--- src/rtl/conv_window_scheduler_pkg.sv ---
// Shared defaults, FSM state encoding and sizing helper for the convolution window scheduler.
package conv_window_scheduler_pkg;

    localparam int unsigned DefImgW  = 28;
    localparam int unsigned DefImgH  = 28;
    localparam int unsigned DefK     = 3;
    localparam int unsigned DefAddrW = 13;
    localparam int unsigned CoordW   = 5;

    typedef enum logic [1:0] {
        StIdle  = 2'd0,
        StRun   = 2'd1,
        StDrain = 2'd2,
        StDone  = 2'd3
    } state_e;

    // Width of a kernel tap counter; never narrower than one bit.
    function automatic int unsigned kcnt_w(input int unsigned k);
        return (k > 1) ? $clog2(k) : 1;
    endfunction

endpackage

--- src/rtl/conv_addr_gen.sv ---
// Combinational mapping of window/tap coordinates to image RAM and weight ROM addresses.
module conv_addr_gen
    import conv_window_scheduler_pkg::*;
#(
    parameter int unsigned IMG_W  = DefImgW,
    parameter int unsigned K      = DefK,
    parameter int unsigned ADDR_W = DefAddrW,
    parameter int unsigned KW     = kcnt_w(DefK)
) (
    input  logic [CoordW-1:0] row,
    input  logic [CoordW-1:0] col,
    input  logic [KW-1:0]     kr,
    input  logic [KW-1:0]     kc,
    output logic [ADDR_W-1:0] img_addr,
    output logic [3:0]        w_addr
);

    // Full 32-bit arithmetic, then truncate to the RAM address width.
    always_comb begin
        img_addr = ADDR_W'((32'(row) + 32'(kr)) * IMG_W + 32'(col) + 32'(kc));
        w_addr   = 4'(32'(kr) * K + 32'(kc));
    end

endmodule

--- src/rtl/conv_window_scheduler.sv ---
// Walks every valid KxK window in raster order, issuing RAM/ROM addresses and MAC strobes
// that line up with the one-cycle RAM read latency.
module conv_window_scheduler
    import conv_window_scheduler_pkg::*;
#(
    parameter int unsigned IMG_W  = DefImgW,
    parameter int unsigned IMG_H  = DefImgH,
    parameter int unsigned K      = DefK,
    parameter int unsigned ADDR_W = DefAddrW
) (
    input  logic              clk,
    input  logic              reset,
    input  logic              start,
    input  logic              enable,
    output logic [ADDR_W-1:0] img_addr,
    output logic [3:0]        w_addr,
    output logic              mac_clr,
    output logic              mac_en,
    output logic              mac_last,
    output logic [CoordW-1:0] out_row,
    output logic [CoordW-1:0] out_col,
    output logic              busy,
    output logic              done
);

    localparam int unsigned       KW     = kcnt_w(K);
    localparam logic [KW-1:0]     KMax   = KW'(K - 1);
    localparam logic [CoordW-1:0] ColMax = CoordW'(IMG_W - K);
    localparam logic [CoordW-1:0] RowMax = CoordW'(IMG_H - K);

    if (IMG_W * IMG_H > 2 ** ADDR_W) begin : g_addr_chk
        $error("conv_window_scheduler: image does not fit in ADDR_W address bits");
    end
    if (K > IMG_W || K > IMG_H || K * K > 16 ||
        IMG_W > 2 ** CoordW || IMG_H > 2 ** CoordW) begin : g_size_chk
        $error("conv_window_scheduler: unsupported kernel or image size");
    end

    state_e            state_q;
    logic [KW-1:0]     kc_q, kr_q, kc_d, kr_d;
    logic [CoordW-1:0] col_q, row_q, col_d, row_d;
    logic              issue, kc_wrap, kr_wrap, col_wrap, row_wrap, final_tap;
    logic [ADDR_W-1:0] img_addr_d;
    logic [3:0]        w_addr_d;

    assign issue     = (state_q == StRun) && enable;
    assign kc_wrap   = (kc_q == KMax);
    assign kr_wrap   = (kr_q == KMax);
    assign col_wrap  = (col_q == ColMax);
    assign row_wrap  = (row_q == RowMax);
    assign final_tap = kc_wrap && kr_wrap && col_wrap && row_wrap;

    // Nested counters, kc innermost; they wrap to zero after the final tap.
    always_comb begin
        kc_d  = kc_q;
        kr_d  = kr_q;
        col_d = col_q;
        row_d = row_q;
        if (state_q == StIdle) begin
            kc_d  = '0;
            kr_d  = '0;
            col_d = '0;
            row_d = '0;
        end else if (issue) begin
            kc_d = kc_wrap ? '0 : kc_q + KW'(1);
            if (kc_wrap) begin
                kr_d = kr_wrap ? '0 : kr_q + KW'(1);
                if (kr_wrap) begin
                    col_d = col_wrap ? '0 : col_q + CoordW'(1);
                    if (col_wrap) begin
                        row_d = row_wrap ? '0 : row_q + CoordW'(1);
                    end
                end
            end
        end
    end

    // Address is computed from the next counter values so the register presents the
    // address of the tap being issued in the current cycle.
    conv_addr_gen #(
        .IMG_W  (IMG_W),
        .K      (K),
        .ADDR_W (ADDR_W),
        .KW     (KW)
    ) u_addr_gen (
        .row      (row_d),
        .col      (col_d),
        .kr       (kr_d),
        .kc       (kc_d),
        .img_addr (img_addr_d),
        .w_addr   (w_addr_d)
    );

    always_ff @(posedge clk or negedge reset) begin
        if (!reset) begin
            state_q  <= StIdle;
            kc_q     <= '0;
            kr_q     <= '0;
            col_q    <= '0;
            row_q    <= '0;
            img_addr <= '0;
            w_addr   <= '0;
            mac_clr  <= 1'b0;
            mac_en   <= 1'b0;
            mac_last <= 1'b0;
            out_row  <= '0;
            out_col  <= '0;
            busy     <= 1'b0;
            done     <= 1'b0;
        end else begin
            kc_q     <= kc_d;
            kr_q     <= kr_d;
            col_q    <= col_d;
            row_q    <= row_d;
            img_addr <= img_addr_d;
            w_addr   <= w_addr_d;
            mac_en   <= issue;
            mac_clr  <= issue && (kc_q == '0) && (kr_q == '0);
            mac_last <= issue && kc_wrap && kr_wrap;
            if (issue) begin
                out_row <= row_q;
                out_col <= col_q;
            end
            done <= 1'b0;
            unique case (state_q)
                StIdle: begin
                    if (start) begin
                        state_q <= StRun;
                        busy    <= 1'b1;
                    end
                end
                StRun: begin
                    if (issue && final_tap) begin
                        state_q <= StDrain;
                    end
                end
                StDrain: begin
                    state_q <= StDone;
                    busy    <= 1'b0;
                    done    <= 1'b1;
                end
                StDone: begin
                    state_q <= StIdle;
                end
                default: begin
                    state_q <= StIdle;
                end
            endcase
        end
    end

endmodule
--- config.mk ---
export PLATFORM = sky130hd
export DESIGN_NAME = conv_window_scheduler
export DESIGN_NICKNAME = d
export VERILOG_FILES = /design/src/rtl/conv_window_scheduler_pkg.sv /design/src/rtl/conv_addr_gen.sv /design/src/rtl/conv_window_scheduler.sv
export SDC_FILE = /design/constraint.sdc
export NUM_CORES = 1
export LEC_CHECK = 0
export ABC_CLOCK_PERIOD_IN_PS = 5800
export CAP_MARGIN = 25
export CORE_MARGIN = 3
export CORE_UTILIZATION = 55
export CTS_BUF_LIST = sky130_fd_sc_hd__clkbuf_4 sky130_fd_sc_hd__clkbuf_8
export CTS_CLUSTER_DIAMETER = 50
export DETAILED_ROUTE_END_ITERATION = 16
export HOLD_SLACK_MARGIN = 0.06
export PLACE_DENSITY = 0.86
export SLEW_MARGIN = 20
export SYNTH_ARGS = -nofsm -noshare
export SYNTH_HDL_FRONTEND = slang
export SYNTH_SLANG_ARGS = --single-unit
--- constraint.sdc ---
create_clock -name clk -period 5.8 [get_ports clk]
set_input_delay 0.58 -clock clk [delete_from_list [all_inputs] [get_ports clk]]
set_output_delay 0.58 -clock clk [all_outputs]
set_load 0.05 [all_outputs]
==> flow_metrics.tcl <==
set metrics [dict create \
    outcome "finished clean" \
    cpMostUsedCell "fa_1" \
    crit_type "in2reg" \
    start_util 0.593 \
    gp_congestion 0.826 \
    final_layout_size_suffix_gt1_frac 0.0941 \
    placementRows 24 \
    setup_tns_ps 0 \
    post_cts_resized 0 \
    numCtsBuffers 5 \
    ys_seq_area_frac 0.434 \
    layout.nets 323 \
    max_stage_delay_ps 540 \
    hpwl_um 3830 \
    comb_power_share 0.313 \
    cts.sinks 47 \
    slew_violations 0 \
    leakage_nw 1.65 \
    r2r_setup_slack_ps 830 \
    synth_edf_count 0 \
    irDropWorstVdd_mv 0.156 \
    critPathSlowestCell "clkdlybuf4s50_1" \
    synth_fp_nets 286 \
    cp_cell_sequence "clkdlybuf4s50_1 > nand4b_4 > or3_4 > a21oi_1 > nor2_1 > ha_1 > fa_1 > xor2_1 > inv_1 > fa_1 > inv_1 > ha_1 > fa_1 > xor2_1 > nand2_1 > nor3_1 > nand2_1 > nor2_1 > and3b_1" \
    area_growth_pct 18.5 \
    synth_area_per_cell_sq_um 10.8 \
    grt_pass1_wl_um 9280 \
    grt_use_total 0.198 \
    cp-start-kind "primary input" \
    diodes 0 \
    rsz0062_at_grt "no" \
    grt-ovfl-total 0 \
    fin_crit_ps 5050 \
    grt_pass1_vias 2014 \
    yosys_warnings 0 \
    fin_crit_sh 0.870 \
    dr.pass1.iters 4 \
    internal-power_mw 0.586 \
    coreArea_sq_um 4560 \
    maxSlewHeadroom 0.571 \
    synth_top_area_frac 0.434 \
    clkPwrFrac 0.260 \
    dieArea_sq_um 5800 \
    clock_skew_ps 9.58 \
    cts.path.max_buffers 2 \
    num_io_pins 36 \
    crit_start "enable" \
    syn-cell-area_sq_um 2710 \
    async_reset_ff_frac 1.00 \
    setup_viol 0 \
    port_buffers 34 \
    reg2reg_depth 20 \
    power_switching_share 0.346 \
    synth_area_leader_cell "dfrtp_1" \
    synthTopCellsByArea "dfrtp_1 43%, ha_1 11%, fa_1 6.7%" \
    worst-path-max-fanout 9 \
    endpoint "img_addr[11]" \
    final_common_cell "dfrtp_1" \
    drv_cap 0 \
    die_x_um 76.2 \
    powerDensity_nw_per_um2 279 \
    grt_max_degree 48 \
    synth_cells 250 \
    drc 0 \
    post_cts_buffers 0 \
    layout_common_cells "47 x dfrtp_1, 33 x inv_1, 33 x clkdlybuf4s50_1" \
    hold_buffers 0 \
    seqPwrFrac 0.427 \
    synth_seq_cells 47 \
    path_depth 19 \
    cts_htree_levels 2 \
    cts.reportedPaths.clkPinSlew_ps 80 \
    vias_per_cell 5.21 \
    tightest_slew_ps 638 \
    r2r_end "img_addr[11]" \
    fp.dieH_um 76.2 \
    hold_viol 0 \
    layout_setup_ws_ps 753 \
    vias 1835 \
    hold_class "in2async" \
    cts_tree "done" \
    cp.arrival_ps 5290 \
    totalWireLength_um 5070 \
    ant_nets 0 \
    critical-path-top-delay-family "adder cells" \
    fmax_mhz 198 \
    p_sw_mw 0.309 \
    pre_cts_ws_ps 445 \
    cp.buffers_inverters 3 \
    end_kind "flop" \
    cts-root-buf "clkbuf_8" \
    synthFlopType "dfrtp_1" \
    critPathRequiredTime_ps 6040 \
    avgRoutedWirePerCell_um 14.4 \
    antenna_found_initial 0 \
    reg2reg_from "state_q[1]" \
    synth_cell_types 44 \
    drtIter0Drc 88 \
    insertion_delay_ps 300 \
]
-- power groups by stage --
stage / Clock, mW / Sequential (mW) / Combinational [mW]
after floorplan: 0 / 0.468 / 0.114
after global placement: 0 / 0.388 / 0.272
after detailed placement: 0 / 0.389 / 0.281
after CTS: 0.239 / 0.382 / 0.283
after global routing: 0.256 / 0.387 / 0.301
final: 0.233 / 0.382 / 0.280
-- flip-flops by register name (all words and copies together) (netlist names), 4 cells and up --
name,count
row_q,5
out_row,5
col_q,5
w_addr,4
img_addr,12
out_col,5
-- metal layers --
metal  part of all wire  track usage  routed length (um)
met1               0.43        0.244                2190
met2               0.52        0.342                2620
met5                  0            0                   0
met4              0.017       0.0580                  85
met3              0.034       0.0508                 171
-- final cells by class --
type	instances	area [sq um]
fillers	366	1350
inverters	33	124
flip-flops and latches	47	1180
multi-input cells	165	1380
well taps	65	81.3
clock buffers	5	68.8
repair buffers	35	345
clock inverters	2	37.5
-- per-stage QoR --
stage / area, sq um / total power, mW / utilization / cells / hold slack [ps]
2_1_floorplan: 2710 / 0.583 / - / 250 / 284
3_3_place_gp: 3100 / 0.660 / 0.680 / 345 / 463
3_5_place_dp: 3100 / 0.670 / 0.680 / 345 / 487
4_1_cts: 3210 / 0.905 / 0.703 / 352 / 479
5_1_grt: 3210 / 0.944 / 0.703 / 352 / 303
6_report: 3210 / 0.895 / 0.703 / 352 / 273
-- kinds of logic (layout without fill, tap and decap cells) --
kind of cell,after synthesis,after routing,synth area share
flops,47,47,0.434
simple gates,68,68,0.137
other cells,1,1,0.00138
mux,15,15,0.0610
buf+inv,38,75,0.0573
compound gates,28,28,0.0684
fa+ha+maj,32,32,0.173
xor+xnor,21,21,0.0679
-- synth_stat cells (all sizes together) (2+ instances only) --
library cell / n
a21o: 2
a21oi: 11
and2: 2
and3b: 2
buf: 3
clkbuf: 2
dfrtp: 47
fa: 9
ha: 23
inv: 33
mux2: 12
mux2i: 3
nand2: 20
nand2b: 2
nand3: 3
nand4: 3
nand4b: 2
nor2: 14
nor2b: 2
nor3: 8
nor4: 3
o21a: 2
o21ai: 5
o21bai: 2
or2: 2
or3: 2
xnor2: 13
xor2: 8
-- how the worst min path moves through the flow --
| stage | from | to | slack [ps] | depth (start not counted) |
|---|---|---|---|---|
| finish | reset | out_col[2] | 270 | 1 |
| global route | reset | out_col[2] | 300 | 1 |
| CTS | reset | out_col[2] | 480 | 1 |
| detailed placement | out_col[1] | out_col[1] | 490 | 2 |
| global placement | out_col[1] | out_col[1] | 460 | 2 |
| floorplan | reset | busy | 280 | 0 |
-- worst reg2reg max path, cell delays in order, from the launching register on --
cell and delay (ps):
dfrtp_1 400, inv_1 100, ha_1 240, nand4b_4 180, or3_4 450, a21oi_1 160
nor2_1 80, ha_1 240, fa_1 430, xor2_1 260, inv_1 120, fa_1 500
inv_1 50, ha_1 220, fa_1 440, xor2_1 230, nand2_1 100, nor3_1 310
nand2_1 90, nor2_1 150, and3b_1 170
Power figures use the tool's default switching activity.
